==> src/rtl/bloom_pkg.sv <==
// Shared Bloom filter definitions: aging FSM encoding, slot layout and the slot-shift helper.
// The query/update blocks use the same slot layout, so the shift lives here rather than in the engine.
package bloom_pkg;

   typedef enum logic [2:0] {
      ST_IDLE    = 3'd0,
      ST_RD_REQ  = 3'd1,
      ST_RD_ACK  = 3'd2,
      ST_RD_WAIT = 3'd3,
      ST_WR_REQ  = 3'd4,
      ST_WR_ACK  = 3'd5
   } sweepState_t;

   localparam int SLOT_WIDTH_DEFAULT = 9;

   // Widest word the shift helper handles; callers size-cast the result back to their word width.
   localparam int SHIFT_MAX_WIDTH = 64;

   // Ages a word by one slot: every slot moves one position toward the MSB end,
   // the oldest (top) slot falls off and the newest (bottom) slot becomes zero.
   function automatic logic [SHIFT_MAX_WIDTH-1:0] ageShift(
      input logic [SHIFT_MAX_WIDTH-1:0] word,
      input int                         slotWidth
   );
      return word << slotWidth;
   endfunction

endpackage

==> src/rtl/bloom_sweep_timer.sv <==
// Free-running sweep interval timer: emits a one-cycle start pulse every i_interval cycles
// while enabled. An interval of zero parks the timer.
module bloom_sweep_timer #(
   parameter int TIMER_WIDTH = 32
) (
   input  logic                   clk,
   input  logic                   reset,
   input  logic                   i_enable,
   input  logic [TIMER_WIDTH-1:0] i_interval,
   output logic                   o_fire
);

   logic [TIMER_WIDTH-1:0] r_count;
   logic                   w_running;
   logic [TIMER_WIDTH-1:0] w_terminal;

   assign w_running  = i_enable && (i_interval != '0);
   assign w_terminal = i_interval - TIMER_WIDTH'(1);

   // Using >= keeps the timer from running away when software shrinks the interval mid-count.
   assign o_fire = w_running && (r_count >= w_terminal);

   always_ff @(posedge clk) begin
      if (reset) begin
         r_count <= '0;
      end else if (o_fire) begin
         r_count <= '0;
      end else if (w_running) begin
         r_count <= r_count + TIMER_WIDTH'(1);
      end
   end

endmodule

==> src/rtl/bloom_shift_engine.sv <==
// Background aging engine: sweeps an SRAM word range through arbiter port 1,
// reading each word, shifting its slots by one and writing it back.
module bloom_shift_engine
   import bloom_pkg::*;
#(
   parameter int SRAM_ADDR_WIDTH = 19,
   parameter int SRAM_DATA_WIDTH = 36,
   parameter int SLOT_WIDTH      = SLOT_WIDTH_DEFAULT,
   parameter int TIMER_WIDTH     = 32
) (
   input  logic                       clk,
   input  logic                       reset,
   input  logic                       enable,
   input  logic [TIMER_WIDTH-1:0]     sweep_interval,
   input  logic [SRAM_ADDR_WIDTH-1:0] sweep_base,
   input  logic [SRAM_ADDR_WIDTH-1:0] sweep_last,
   input  logic                       sweep_trigger,
   output logic                       wr_1_req,
   output logic [SRAM_ADDR_WIDTH-1:0] wr_1_addr,
   output logic [SRAM_DATA_WIDTH-1:0] wr_1_data,
   input  logic                       wr_1_ack,
   output logic                       rd_1_req,
   output logic [SRAM_ADDR_WIDTH-1:0] rd_1_addr,
   input  logic [SRAM_DATA_WIDTH-1:0] rd_1_data,
   input  logic                       rd_1_ack,
   input  logic                       rd_1_vld,
   output logic                       busy,
   output logic                       sweep_done,
   output logic [15:0]                sweep_count,
   output logic [15:0]                overrun_count,
   output logic                       ack_err
);

   sweepState_t                r_state;
   logic [SRAM_ADDR_WIDTH-1:0] r_addr;
   logic [SRAM_ADDR_WIDTH-1:0] r_last;
   logic [SRAM_DATA_WIDTH-1:0] r_wrData;
   logic                       r_rdReq;
   logic                       r_wrReq;
   logic                       r_busy;
   logic                       r_done;
   logic [15:0]                r_sweepCount;
   logic [15:0]                r_overrunCount;
   logic                       r_ackErr;

   logic                       w_timerFire;
   logic                       w_start;
   logic [SRAM_DATA_WIDTH-1:0] w_shifted;

   bloom_sweep_timer #(
      .TIMER_WIDTH(TIMER_WIDTH)
   ) u_timer (
      .clk       (clk),
      .reset     (reset),
      .i_enable  (enable),
      .i_interval(sweep_interval),
      .o_fire    (w_timerFire)
   );

   // A timer fire and a software trigger in the same cycle merge into one start.
   assign w_start   = enable && (w_timerFire || sweep_trigger);
   assign w_shifted = SRAM_DATA_WIDTH'(ageShift(SHIFT_MAX_WIDTH'(rd_1_data), SLOT_WIDTH));

   // Requests are one-cycle pulses raised on entry to a *_REQ state; if the arbiter is not
   // ready on entry the state holds with req low and raises it once enable returns.
   always_ff @(posedge clk) begin
      if (reset) begin
         r_state        <= ST_IDLE;
         r_addr         <= '0;
         r_last         <= '0;
         r_wrData       <= '0;
         r_rdReq        <= 1'b0;
         r_wrReq        <= 1'b0;
         r_busy         <= 1'b0;
         r_done         <= 1'b0;
         r_sweepCount   <= '0;
         r_overrunCount <= '0;
         r_ackErr       <= 1'b0;
      end else begin
         r_rdReq <= 1'b0;
         r_wrReq <= 1'b0;
         r_done  <= 1'b0;

         if (w_start && r_busy && (r_overrunCount != 16'hFFFF)) begin
            r_overrunCount <= r_overrunCount + 16'd1;
         end

         case (r_state)
            ST_IDLE: begin
               if (w_start) begin
                  r_addr  <= sweep_base;
                  r_last  <= sweep_last;
                  r_busy  <= 1'b1;
                  r_rdReq <= 1'b1;
                  r_state <= ST_RD_REQ;
               end
            end

            ST_RD_REQ: begin
               if (r_rdReq) begin
                  r_state <= ST_RD_ACK;
               end else if (enable) begin
                  r_rdReq <= 1'b1;
               end
            end

            ST_RD_ACK: begin
               if (rd_1_ack) begin
                  r_state <= ST_RD_WAIT;
               end else begin
                  r_ackErr <= 1'b1;
                  r_rdReq  <= enable;
                  r_state  <= ST_RD_REQ;
               end
            end

            // Read latency is not bounded here; the arbiter guarantees the data eventually.
            ST_RD_WAIT: begin
               if (rd_1_vld) begin
                  r_wrData <= w_shifted;
                  r_wrReq  <= enable;
                  r_state  <= ST_WR_REQ;
               end
            end

            ST_WR_REQ: begin
               if (r_wrReq) begin
                  r_state <= ST_WR_ACK;
               end else if (enable) begin
                  r_wrReq <= 1'b1;
               end
            end

            ST_WR_ACK: begin
               if (wr_1_ack) begin
                  if (r_addr == r_last) begin
                     r_busy       <= 1'b0;
                     r_done       <= 1'b1;
                     r_sweepCount <= r_sweepCount + 16'd1;
                     r_state      <= ST_IDLE;
                  end else begin
                     r_addr  <= r_addr + SRAM_ADDR_WIDTH'(1);
                     r_rdReq <= enable;
                     r_state <= ST_RD_REQ;
                  end
               end else begin
                  r_ackErr <= 1'b1;
                  r_wrReq  <= enable;
                  r_state  <= ST_WR_REQ;
               end
            end

            default: begin
               r_busy  <= 1'b0;
               r_state <= ST_IDLE;
            end
         endcase
      end
   end

   assign rd_1_req      = r_rdReq;
   assign rd_1_addr     = r_addr;
   assign wr_1_req      = r_wrReq;
   assign wr_1_addr     = r_addr;
   assign wr_1_data     = r_wrData;
   assign busy          = r_busy;
   assign sweep_done    = r_done;
   assign sweep_count   = r_sweepCount;
   assign overrun_count = r_overrunCount;
   assign ack_err       = r_ackErr;

endmodule

==> config.mk <==
export PLATFORM = sky130hd
export DESIGN_NAME = bloom_shift_engine
export DESIGN_NICKNAME = d
export VERILOG_FILES = /design/src/rtl/bloom_pkg.sv /design/src/rtl/bloom_sweep_timer.sv /design/src/rtl/bloom_shift_engine.sv
export SDC_FILE = /design/constraint.sdc
export NUM_CORES = 1
export LEC_CHECK = 0
export CAP_MARGIN = 40
export CORE_AREA = 2 2 102 178
export CTS_BUF_LIST = sky130_fd_sc_hd__clkbuf_2
export CTS_CLUSTER_DIAMETER = 30
export DETAILED_ROUTE_END_ITERATION = 16
export DIE_AREA = 0 0 104 180
export PLACE_DENSITY = 0.82
export SLEW_MARGIN = 20
export SYNTH_ARGS = -nofsm -noshare
export SYNTH_HDL_FRONTEND = slang
export SYNTH_SLANG_ARGS = --single-unit
==> constraint.sdc <==
create_clock -name clk -period 11 [get_ports clk]
set_input_delay 1.1 -clock clk [delete_from_list [all_inputs] [get_ports clk]]
set_output_delay 1.1 -clock clk [all_outputs]
set_load 0.01 [all_outputs]
### Word level (Yosys, flattened, before mapping)

Index checks and enable logic that the tools add are counted.

* add/sub/neg operators: 5
* $lt $le $gt $ge: 1
* equality and inequality tests: 16
* muxes and demuxes: 31
* bitwise operators: 3
* reductions and logical operators: 20

Operators by type and width (number)
* 19-bit 2-to-1 mux: 3
* 19-bit case mux with 2 select lines: 1
* 16-bit by 1-bit adder with 16-bit output (second input constant): 2
* 32-bit by 1-bit adder with 32-bit output (second input constant): 1
* 32-bit >= comparator: 1
* 32-bit nonzero test: 1
* 32-bit by 1-bit subtractor with 32-bit output (second input constant): 1
* 19-bit by 1-bit adder with 19-bit output (second input constant): 1
* 19-bit equality test: 1
* 2-bit inequality test (second input constant): 9
* 3-bit case mux with 6 select lines: 1
* 1-bit 2-to-1 mux: 16
* 16-bit inequality test (second input constant): 1
* 3-bit 2-to-1 mux: 5
* 4-bit AND reduction: 3
* 3-bit by 2-bit equality test with 1-bit output (second input constant): 2
* 3-bit equality test (second input constant): 2
* 1-bit case mux with 3 select lines: 2
* 3-bit AND reduction: 2
* 1-bit logical AND: 5
* 1-bit case mux with 4 select lines: 1
* 2-bit AND reduction: 2
* 2-bit nonzero test: 2
* 4-bit OR reduction: 1
* 8 further kinds: 10

* bits in registers: 137
* bits of input ports: 113
* logic and storage cells: 88

### Depth between registers and ports, before layout

Gate-level depths: netlist of run 1.

* depth in word-level cells: 7
* mapped depth: 19
* gate-level depth less buffers: 18

### Modules after synthesis

A second synthesis of run 1 with hierarchy kept.

* cells, all modules: 990
* area total of the unflattened synthesis: 7873.8 µm²

Modules (own cells, without submodules)
* bloom_shift_engine: times used 1, cells an instance 643, area an instance 5017.3 µm²
* bloom_sweep_timer: times used 1, cells an instance 347, area an instance 2856.5 µm²

### Worst setup path before layout of run 1

No wires, ideal clock.

* path type: in2reg
* start: in sweep_interval[0]
* end: reg r_overrunCount[4], in the netlist overrun_count[4]
* library setup time: 0.123 ns
* arrival time: 5.256 ns
* data required time: 10.877 ns
* setup slack: 5.621 ns
* stages: 17
* path buffers: 0
* path through: or3_1 -> or4_1 -> or2_2 -> nor2_1 -> and2_1 -> nand2_1 -> nor4_1 -> xnor2_1 -> ha_1 -> nand4_1 -> nor4_1 -> nand3_1 -> a211oi_2 -> a211oi_2 -> a311oi_4 -> nand4_1 -> mux2_1

* word-level cells in the longest chain between the ends: 7
* elaborated cells on any way between the ends: 9

RTL lines
* start, declared: line bloom_shift_engine.sv:14 `input logic [TIMER_WIDTH-1:0] sweep_interval,`
* 32-bit by 1-bit subtractor with 32-bit output or 32-bit nonzero test (tied branches): line bloom_sweep_timer.sv:18, bloom_sweep_timer.sv:17
* 32-bit >= comparator or 1-bit logical AND (tied branches): line bloom_sweep_timer.sv:21, bloom_sweep_timer.sv:17
* 1-bit logical AND (*): line bloom_sweep_timer.sv:21 `assign o_fire = w_running && (r_count >= w_terminal);`
* 1-bit logical OR (*): line bloom_shift_engine.sv:61 `assign w_start = enable && (w_timerFire || sweep_trigger);`
* 1-bit logical AND (*): line bloom_shift_engine.sv:61
* 1-bit logical AND (*) (2 in a row): line bloom_shift_engine.sv:84 `if (w_start && r_busy && (r_overrunCount != 16'hFFFF)) begin`
* end signal, assigned: line bloom_shift_engine.sv:85 `r_overrunCount <= r_overrunCount + 16'd1;`
* end, declared: line bloom_shift_engine.sv:43 `logic [15:0] r_overrunCount;`

Every way passes the cells marked *; elsewhere a longest branch is shown, timed or not.
A chain may end at the register's enable or synchronous reset.

### Worst setup path in the final report of run 1

* start: in sweep_interval[2]
* end: reg r_overrunCount[4], in the netlist overrun_count[4]

The elaborated chain is that of the path after synthesis.

==> summary.md, run 1 <==
| Metric | Value |
|---|---|
| Largest net degree at the start of global routing | 84 |
| Ys Warns | 0 |
| Final Core Density | 57.9% |
| # placed instances | between 1000 and 1500 |
| Critical path's slowest cell | nor4_1 |
| Setup crit start | sweep_interval[2] |
| Final wirelength | about 21000 microns |
| Via count | between 7000 and 8000 |
| Sequential fraction of the synthesis area | approximately 36% |
| Core Rows | 64 |
| Power per cell area | 94.2 nW/um^2 |
| CTS-repair resized insts | 0 |
| DRC | 0 |
| Hold path start | wr_1_data[28] |
| Port Buffers | 205 |
| Clock Latency Late Sink | about 0.70 ns |
| Total power | 943 uW |
| Vias in the first global route | 7013 |
| Unique masters post-synth | 56 |
| H-tree levels | 4 |
| CTS tree | yes |
| # hold bufs at CTS | 0 |
| CP peak stage delay | 0.58 ns |
| Wire length per cell | between 15 and 20 microns |
| Post-Synthesis Cell Area | 7670 sq um |
| Synthesis-to-layout area growth | 30.6% |
| Num CTS Buffers | 17 |
| Hold/Removal Path Class | reg -> reg |
| Tcrit/Tclk final | a little over half |
| Slew @ Worst Pin | about 0.74 ns |
| # IOs | roughly 220 |
| DRT iter0 DRCs | 268 |
| Startpoint types | input port |
| Clock sink count | ~140 |
| Initial antenna violation count | 1 |
| Critical path fanouts, max | 12 |
| Worst path required time | between 10 and 15 ns |
| Final GP Congestion | between 0.9 and 1 |
| Setup TNS | 0 ns |
| Via density | between 5 and 6 |
| Max Slew Vio Count | 0 |
| Status | completed |
| Die width | between 100 and 150 microns |
| Initial Utilization | between 40 and 50% |
| Setup Crit Path Kind | in -> reg |
| Drt pass-1 iters | 5 |
| Largest delay contributor family on the critical path | simple AND/OR/NAND/NOR gates |
| Number of fill cells | ~1600 |
| Post-CTS Setup Inserts | 0 |
| Die Y | between 150 and 200 microns |
| Worst R2R Start | u_timer.r_count[14] |
| Max-cap violations | 0 |
| Flops & latches, synth | 137 |
| Number of flops mapped to enable cells by yosys | 0 |
| GRT Resource Usage Total | approximately 22% |
| Skew final | ~0.044 ns |
| Post-synthesis async set-or-reset flop share | 0% |
| CTS Root Cell | clkbuf_2 |
| Gate Count Post-Synth | between 900 and 1000 |
| CP endpoint kind | register |
| Min Tclk post-route | between 6 and 7 ns |
| Clock Pin Slew Worst Setup and Hold Paths | ~0.18 ns |
| Ys flop type | dfxtp_1 |
| Syn Area/Cell | about 8.0 sq um |
| Die Footprint | 18700 sq um |
| Hpwl dp | 16400 microns |
| Worst EP arrival | about 6.6 ns |
| Critical path cell sequence | clkdlybuf4s50_1, or3_1, or4_1, or2_2, nor2_1, and2_1, nand2_1, nor4_1, xnor2_1, ha_1, nand4_1, nor4_1, nand3_1, a211oi_2, a211oi_2, buf_4, a311oi_4, nand4_1, mux2_1 |
| Final hold vios | 0 |
| Worst VDD drop | ~0.047 mV |
| Final setup vio count | 0 |
| Final non-filler cell total | between 1000 and 1500 |
| Max-slew headroom | slightly above 50% |
| Nets@finish | 1279 |
| Total core area | about 17000 sq um |
| Worst path bufs/invs | 2 |
| Layout cells sized above 1 | 4.29% |
| Longest Clk Path Bufs | 2 |
| ANT nets after route | 0 |
| RSZ-0062 raised after global routing | no |
| Leakage power | 3.76 nW |
| Remaining Overflow, GRT | 0 |
| First-pass GRT wire length | about 34000 microns |
| Achievable Freq | approximately 170 MHz |
## cells in the mapped netlist (3+ instances only)
cell | count | area [sq um]
a211oi_1 | 3 | 22.5
a21oi_1 | 80 | 400
a22o_1 | 6 | 52.6
a31oi_1 | 3 | 18.8
and2_1 | 6 | 37.5
and3_1 | 15 | 93.8
and4_1 | 11 | 96.3
buf_2 | 5 | 25.0
buf_4 | 29 | 218
clkbuf_1 | 32 | 120
dfxtp_1 | 137 | 2740
ha_1 | 37 | 463
inv_1 | 9 | 33.8
mux2i_1 | 21 | 210
nand2_1 | 133 | 499
nand2b_1 | 7 | 43.8
nand3_1 | 30 | 150
nand3b_1 | 3 | 22.5
nand4_1 | 17 | 106
nand4b_1 | 3 | 26.3
nor2_1 | 124 | 465
nor2b_1 | 10 | 62.6
nor3_1 | 22 | 110
nor3b_1 | 4 | 30.0
nor4_1 | 16 | 100
nor4b_1 | 3 | 26.3
o21a_1 | 3 | 22.5
o21ai_0 | 34 | 170
o32ai_1 | 3 | 26.3
or2_2 | 3 | 18.8
or3_1 | 11 | 68.8
or4_1 | 10 | 75.1
xnor2_1 | 47 | 412
xor2_1 | 51 | 447
## through the flow
stage	worst slack, ns	hold WS, ns	instance area, sq um
global placement	4.33	0.441	9700
global route	4.64	0.489	10000
CTS	4.98	0.467	9980
detailed placement	4.17	0.446	9750
floorplan	5.62	0.471	7700
finish	4.97	0.465	10000
## placed cells by master (no fill, tap or decap), types with 4 or more instances in the layout
| master | count |
|---|---|
| clkbuf_2 | 22 |
| nor3b_1 | 4 |
| mux2i_1 | 21 |
| nand4_1 | 17 |
| a21oi_1 | 80 |
| clkdlybuf4s50_1 | 204 |
| buf_4 | 6 |
| nand2_1 | 133 |
| and2_1 | 6 |
| xnor2_1 | 47 |
| a22o_1 | 6 |
| nand2b_1 | 7 |
| o21ai_0 | 34 |
| nand3_1 | 30 |
| nor3_1 | 22 |
| dfxtp_1 | 137 |
| nor2_1 | 124 |
| inv_1 | 9 |
| or4_1 | 10 |
| xor2_1 | 51 |
| conb_1 | 9 |
| and3_1 | 15 |
| nor4_1 | 16 |
| nor2b_1 | 10 |
| or3_1 | 11 |
| ha_1 | 37 |
| and4_1 | 11 |
## flip-flops by register name, summed over array words and instances, names as in the netlist, 3 cells and up
signal	flops
r_last	19
rd_1_addr	19
u_timer.r_count	32
sweep_count	16
r_state	3
wr_1_data	27
overrun_count	16
## worst reg2reg max path, cell delays in order (launching register included)
cell     delay (ns)
dfxtp_1        0.42
ha_1           0.34
nand4_1        0.15
or4_1          0.55
o32a_1         0.34
a21oi_1        0.26
o21ai_2        0.09
buf_4          0.26
and2_1         0.45
or3_1          0.42
a31oi_1        0.15
## power by group
group          switching (mW)  internal, mW
registers              0.0103         0.504
clock network           0.180         0.128
logic                  0.0540        0.0667
## final timing paths
kind / endpoint / slack, ns / depth (start not counted)
max: overrun_count[4] / 4.97 / 19
min: wr_1_data[28] / 0.47 / 2
max reg2reg: rd_1_addr[0] / 7.51 / 10
min reg2reg: wr_1_data[28] / 0.47 / 2
## routing by layer
| metal | vias up | GRT usage (%) | routed length [microns] |
|---|---|---|---|
| met2 | 285 | 43.6 | 11800 |
| met1 | 3475 | 21.8 | 7770 |
| li1 | 3654 | - | - |
| met4 | 0 | 12.3 | 894 |
| met3 | 61 | 4.02 | 1060 |
| met5 | - | 0 | 0 |
## logic make-up (layout without fill, tap and decap cells)
group	after synthesis	after routing	share of synthesized area, %
compound gates	153	153	11.9
xor+xnor	98	98	11.2
fa+ha+maj	37	37	6.04
buf+inv	76	255	5.22
flops	137	137	35.8
mux	23	23	3.03
other cells	1	10	0.0489
simple gates	430	430	26.8
## area by class of cell
cell class	instances	area (sq um)	share of cell area [%]
multi-input cells	750	4560	45.5
flip-flops and latches	137	2740	27.4
repair buffers	214	2150	21.5
well taps	231	289	2.89
clock inverters	10	126	1.26
clock buffers	22	110	1.10
inverters	9	33.8	0.337
diodes	1	2.50	0.0250
Note: power is estimated with default switching activity, not from simulation.
==> run 2, diff against run 1 <==
--- a/config.mk
+++ b/config.mk
@@ -11,7 +11,7 @@
 export CTS_CLUSTER_DIAMETER = 30
 export DETAILED_ROUTE_END_ITERATION = 16
 export DIE_AREA = 0 0 104 180
-export PLACE_DENSITY = 0.82
+export PLACE_DENSITY = 0.85
 export SLEW_MARGIN = 20
 export SYNTH_ARGS = -nofsm -noshare
 export SYNTH_HDL_FRONTEND = slang
==> constraint.sdc (replaced) <==
create_clock -name clk -period 5.1 [get_ports clk]
set_input_delay 0.51 -clock clk [delete_from_list [all_inputs] [get_ports clk]]
set_output_delay 0.51 -clock clk [all_outputs]
set_load 0.01 [all_outputs]
==> summary.md, run 2 (synthesis results as in run 1) <==
| Metric | Value |
|---|---|
| Leakage power | 3.97 nW (was 3.76 nW) |
| Commonest non-fill, non-tap cell in the layout | clkdlybuf4s50_1 (unchanged) |
| Final setup vio count | 0 (unchanged) |
| Max Slew Vio Count | 0 (unchanged) |
| Worst slack at placement | -0.268 ns (was 4.17 ns) |
| Reg with most FFs | u_timer.r_count (unchanged) |
| Final wirelength | 22200 microns (was 21500 microns) |
| Max-cap violations | 0 (unchanged) |
| # IOs | 224 (unchanged) |
| Final hold vios | 0 (unchanged) |
| Max-slew headroom | 56.2% (was 50.6%) |
| Post-CTS Setup Inserts | 0 (unchanged) |
| Via count | 7632 (was 7475) |
| Power per cell area | 195 nW/um^2 (was 94.2 nW/um^2) |
| Wire length per cell | 15.6 microns (about the same) |
| DRT iter0 DRCs | 316 (was 268) |
| Status | completed (unchanged) |
| Layout cells sized above 1 | 8.09% (was 4.29%) |
| Initial antenna violation count | 2 (was 1) |
| Nets@finish | 1324 (was 1279) |
| Final worst setup slack | 0.367 ns (was 4.97 ns) |
| Number of fill cells | 1538 (was 1587) |
| Num CTS Buffers | 17 (unchanged) |
| Vias in the first global route | 7385 (was 7013) |
| Largest net degree at the start of global routing | 83 (was 84) |
| Total core area | 17300 sq um (unchanged) |
| Core Rows | 64 (unchanged) |
| Most frequent cells in the layout | 204 x clkdlybuf4s50_1, 137 x dfxtp_1, 133 x nand2_1 (unchanged) |
| Via density | 5.37 (was 5.44) |
| Achievable Freq | 211 MHz |
| Clock sink count | 137 (unchanged) |
| RSZ-0062 raised after global routing | no (unchanged) |
| # placed instances | 1385 (was 1340) |
| CTS tree | yes (unchanged) |
| Worst VDD drop | 0.128 mV (was 0.0466 mV) |
| Die Y | 180 microns (unchanged) |
| Worst EP arrival | 5.32 ns (was 6.63 ns) |
| GRT Resource Usage Total | 23.2% (was 22.4%) |
| Setup Crit Path Kind | in -> reg (unchanged) |
| Skew final | 0.0342 ns (was 0.0441 ns) |
| Port Buffers | 205 (unchanged) |
| Hpwl dp | 17200 microns (was 16400 microns) |
| Tcrit/Tclk final | between 90% and 100% |
| Startpoint types | input port (unchanged) |
| Min Tclk post-route | between 4 and 5 ns |
| Initial Utilization | 44.3% (unchanged) |
| Worst path required time | 5.69 ns (was 11.60 ns) |
| H-tree levels | 4 (unchanged) |
| Drt pass-1 iters | 5 (unchanged) |
| Critical path fanouts, max | 9 (was 12) |
| ANT nets after route | 0 (unchanged) |
| Clock Latency Late Sink | 0.70 ns (about the same) |
| Die Footprint | 18700 sq um (unchanged) |
| Footprint of the multi-input gates | 4560 sq um (unchanged) |
| Clock Pin Slew Worst Setup and Hold Paths | 0.22 ns (was 0.18 ns) |
| Hold/Removal Path Class | in -> reg (was reg -> reg) |
| Remaining Overflow, GRT | 0 (unchanged) |
| # hold bufs at CTS | 0 (unchanged) |
| First-pass GRT wire length | 35600 microns (was 34000 microns) |
| CP endpoint kind | register (unchanged) |
| CTS-repair resized insts | 0 (unchanged) |
| Number of flip-flops in the largest register | 32 (unchanged) |
| Final GP Congestion | 0.880 (was 0.926) |
| Synthesis-to-layout area growth | 34.9% (was 30.6%) |
| Die width | 104 microns (unchanged) |
| FF/Latch Area | 2740 sq um (unchanged) |
| CTS Root Cell | clkbuf_2 (unchanged) |
| Longest Clk Path Bufs | 2 (unchanged) |
| Final non-filler cell total | 1420 (was 1374) |
| DRC | 0 (unchanged) |
| Slew @ Worst Pin | 0.650 ns (was 0.741 ns) |
==> run 2: cell type report <==
class	instances	area share, %
Clock buffer	18	0.871
Antenna cell	2	0.0484
Multi-Input combinational cell	750	44.0
Tap cell	231	2.79
Sequential cell	137	26.5
Clock inverter	14	1.27
Timing Repair Buffer	259	24.2
Inverter	9	0.327
==> run 2: path summary, 6_finish.rpt <==
path	from	end	slack, ns	cells after the start
worst max register to register	u_timer.r_count[15]	overrun_count[1]	1.89	11
worst min register to register	wr_1_data[12]	wr_1_data[12]	0.47	2
worst min-delay path	reset	r_last[13]	0.16	2
worst max-delay path	sweep_interval[0]	overrun_count[1]	0.37	21
==> run 2: worst max-delay path, stage by stage <==
cell	delay, ns
clkdlybuf4s50_1	0.41
or3_1	0.39
or4_1	0.45
or2_2	0.33
nor2_1	0.14
and2_1	0.19
nand2_1	0.11
nor4_1	0.37
xnor2_1	0.11
ha_1	0.30
nand4_1	0.13
nor4_1	0.29
buf_4	0.17
nand3_1	0.08
a211oi_2	0.29
a211oi_2	0.08
buf_4	0.20
a311oi_4	0.28
buf_4	0.19
mux2i_1	0.22
nor2_1	0.07
==> run 2: per-layer routing <==
metal	global-route usage (%)	routed length (microns)	up-vias
li1	-	-	3733
met1	22.4	7850	3585
met2	46.3	12500	270
met3	4.39	1040	44
met4	10.8	744	0
met5	0	0	-
==> run 2: where the power goes <==
part	internal (mW)	switching, mW	leakage, nW	total (mW)
clock network	0.220	0.411	0.141	0.632
registers	1.09	0.0225	1.11	1.11
logic	0.157	0.120	2.72	0.277
==> run 2: stage by stage <==
stage / area [sq um] / utilization (%) / TNS (ns) / hold WS (ns) / total power, mW
after floorplan: 7700 / - / 0 / 0.471 / 1.25
after global placement: 10100 / 58.2 / -0.351 / 0.441 / 1.40
after detailed placement: 10100 / 58.3 / -2.13 / 0.447 / 1.40
after CTS: 10300 / 59.6 / 0 / 0.102 / 2.03
after global routing: 10300 / 59.8 / 0 / 0.0981 / 2.11
final: 10300 / 59.8 / 0 / 0.159 / 2.02
==> RTL edit, RTL diff (settings of run 1) <==
Register the inputs `sweep_interval`, `sweep_base`, `sweep_last` and `sweep_trigger` before use, cleared by the reset. The logic sees them one clock later. The other inputs are not delayed to match.
--- a/src/rtl/bloom_shift_engine.sv
+++ b/src/rtl/bloom_shift_engine.sv
@@ -33,2 +33,21 @@
 
+   logic [TIMER_WIDTH-1:0] sweep_interval_q;
+   logic [SRAM_ADDR_WIDTH-1:0] sweep_base_q;
+   logic [SRAM_ADDR_WIDTH-1:0] sweep_last_q;
+   logic sweep_trigger_q;
+
+   always_ff @(posedge clk) begin
+      if (reset) begin
+         sweep_interval_q <= '0;
+         sweep_base_q     <= '0;
+         sweep_last_q     <= '0;
+         sweep_trigger_q  <= '0;
+      end else begin
+         sweep_interval_q <= sweep_interval;
+         sweep_base_q     <= sweep_base;
+         sweep_last_q     <= sweep_last;
+         sweep_trigger_q  <= sweep_trigger;
+      end
+   end
+
    sweepState_t                r_state;
@@ -55,3 +74,3 @@
       .i_enable  (enable),
-      .i_interval(sweep_interval),
+      .i_interval(sweep_interval_q),
       .o_fire    (w_timerFire)
@@ -60,3 +79,3 @@
    // A timer fire and a software trigger in the same cycle merge into one start.
-   assign w_start   = enable && (w_timerFire || sweep_trigger);
+   assign w_start   = enable && (w_timerFire || sweep_trigger_q);
    assign w_shifted = SRAM_DATA_WIDTH'(ageShift(SHIFT_MAX_WIDTH'(rd_1_data), SLOT_WIDTH));
@@ -90,4 +109,4 @@
                if (w_start) begin
-                  r_addr  <= sweep_base;
-                  r_last  <= sweep_last;
+                  r_addr  <= sweep_base_q;
+                  r_last  <= sweep_last_q;
                   r_busy  <= 1'b1;
Function: changed (a bounded check fails within 4 cycles, from zero or initial values and one cycle with reset high).
==> RTL edit against run 1 <==
Sequential cell count increased by 71. Synthesized area up 27%. Final area increased by 23%. Power rose by 52%. Die area stayed put. Maximum frequency rose by 14%. Combinational power rose by 12%. Worst setup slack better by 740 ps. Count of clock-buffer cells in the layout is 45 higher. Wire length is 19% higher.
==> RTL edit: results (changes against run 1) <==
Synthesis
  • Synth Instances: 1097 (was 955)
  • Synth Area in XOR/XNOR: 0.08623 (was 0.1119)
  • Post-synthesis sequential area ratio: 0.4270 (was 0.3576)
  • Top cells by area, synth: dfxtp_1 (43%), nand2_1 (5.0%), nor2b_1 (4.8%) (was dfxtp_1 (36%), nand2_1 (6.5%), nor2_1 (6.1%))
  • Top post-synthesis cells by count: dfxtp_1 (208), nand2_1 (129), nor2_1 (102) (was dfxtp_1 (137), nand2_1 (133), nor2_1 (124))
  • Post-Synth Adder-Cell Area: 0.04748 (was 0.06037)
  • Post-synthesis cell type count: 73 (was 56)
  • Mux share of post-synthesis cell area: 0.02361 (was 0.03035)

Global route
  • Largest net degree at the start of global routing: 85 (was 84)
  • First-pass GRT wire length: 40.91 mm (was 34.00 mm)
  • Initial antenna violation count: 3 (was 1)

STA
  • Worst-Margin Slew: 769.8 ps (was 741.1 ps)
  • Hold WS: 456.7 ps (was 465.4 ps)
  • Clock Skew: 41.35 ps (was 44.12 ps)

Cells and area
  • Filler Cells Inserted: 1398 (was 1587)
  • Final core utilization: 0.7096 (was 0.5788)
  • Share of cells above drive strength 1: 0.08296 (was 0.04291)
  • Final Net Count: 1442 (was 1279)

Drt
  • Via/cell ratio: 5.506 (was 5.440)
  • DR WL/cell: 16.35 um (was 15.64 um)
  • Wirelength, routed: 25.51 mm (was 21.49 mm)

Critical path
  • Slowest-stage cell, CP: or4_1 (was nor4_1)
  • R2R cell count: 17 (was 10)
  • Max incr delay on CP: 630 ps (was 580 ps)
  • Critical Path End: rd_1_addr[7] (was overrun_count[4])
  • Peak fanout along the critical path: 31 (was 12)
  • Worst EP arrival: 5930 ps (was 6630 ps)
  • Crit path from: sweep_interval_q[3] (was sweep_interval[2])

Placement
  • DP Cell Count: 1471 (was 1340)
  • Detailed Place HPWL: 18.51 mm (was 16.35 mm)
  • GPL Wtd Cong: 0.8719 (was 0.9263)
  • Placed cell area: 11780 um^2 (was 9746 um^2)
  • Pre-CTS setup slack: 5724 ps (was 4173 ps)

Power
  • Worst VDD drop: 0.07803 mV (was 0.04661 mV)

Clock tree
  • H-tree depth: 2 (was 4)
  • CTS Buf Count: 49 (was 17)
  • CTS Buffer Depth: 3 (was 2)
  • CTS clock-pin slew for the worst setup and hold paths: 100 ps (was 180 ps)

Outcome
  • Status: completed (unchanged)
==> RTL edit: changes by cell type in the layout (fill, tap and decap cells not counted), sizes merged, moves of 5 or more <==
| cell | change |
|---|---|
| clkinv | +12 |
| nor2b | +65 |
| o32ai | +11 |
| nor2 | -21 |
| and3 | +5 |
| nor3 | +11 |
| and4 | -5 |
| dfxtp | +71 |
| or3 | +5 |
| clkbuf | +45 |
| a211oi | +6 |
| o21ai | -11 |
==> RTL edit: area by class of cell <==
class / count / share of cell area
clock buffers: 67 / 0.02732
multi-input cells: 803 / 0.4170
clock inverters: 18 / 0.01009
flip-flops and latches: 208 / 0.3393
repair buffers: 216 / 0.1779
inverters: 14 / 0.004282
well taps: 231 / 0.02355
diodes: 3 / 0.0006117
==> RTL edit: cells by family (layout without fill, tap and decap cells) <==
group,after synthesis,count (layout)
other cells,1,12
mux,23,23
fa+ha+maj,37,37
xor+xnor,96,96
simple gates,473,473
flops,208,208
buf+inv,94,315
compound gates,165,165
==> RTL edit: worst min path at each step <==
stage / from / end / cells after the start
4_1_cts: wr_1_data[15] / wr_1_data[15] / 2
3_3_place_gp: wr_1_data[25] / wr_1_data[25] / 2
3_5_place_dp: wr_1_data[13] / wr_1_data[13] / 2
2_1_floorplan: sweep_last_q[10] / r_last[10] / 2
5_1_grt: wr_1_data[19] / wr_1_data[19] / 2
6_report: wr_1_data[17] / wr_1_data[17] / 2
==> RTL edit: layer usage <==
layer	part of all wire	vias to the layer above	track usage	wire, um
li1	-	4178	-	-
met4	0.052	0	0.1519	1316
met5	0	-	0	0
met1	0.35	4002	0.2622	8951
met3	0.050	99	0.04278	1277
met2	0.55	311	0.5103	13960
==> RTL edit: power breakdown <==
part           internal, mW  switching [mW]
registers             0.771          0.0167
clock network         0.212           0.298
logic                0.0742          0.0614
total                  1.06           0.376
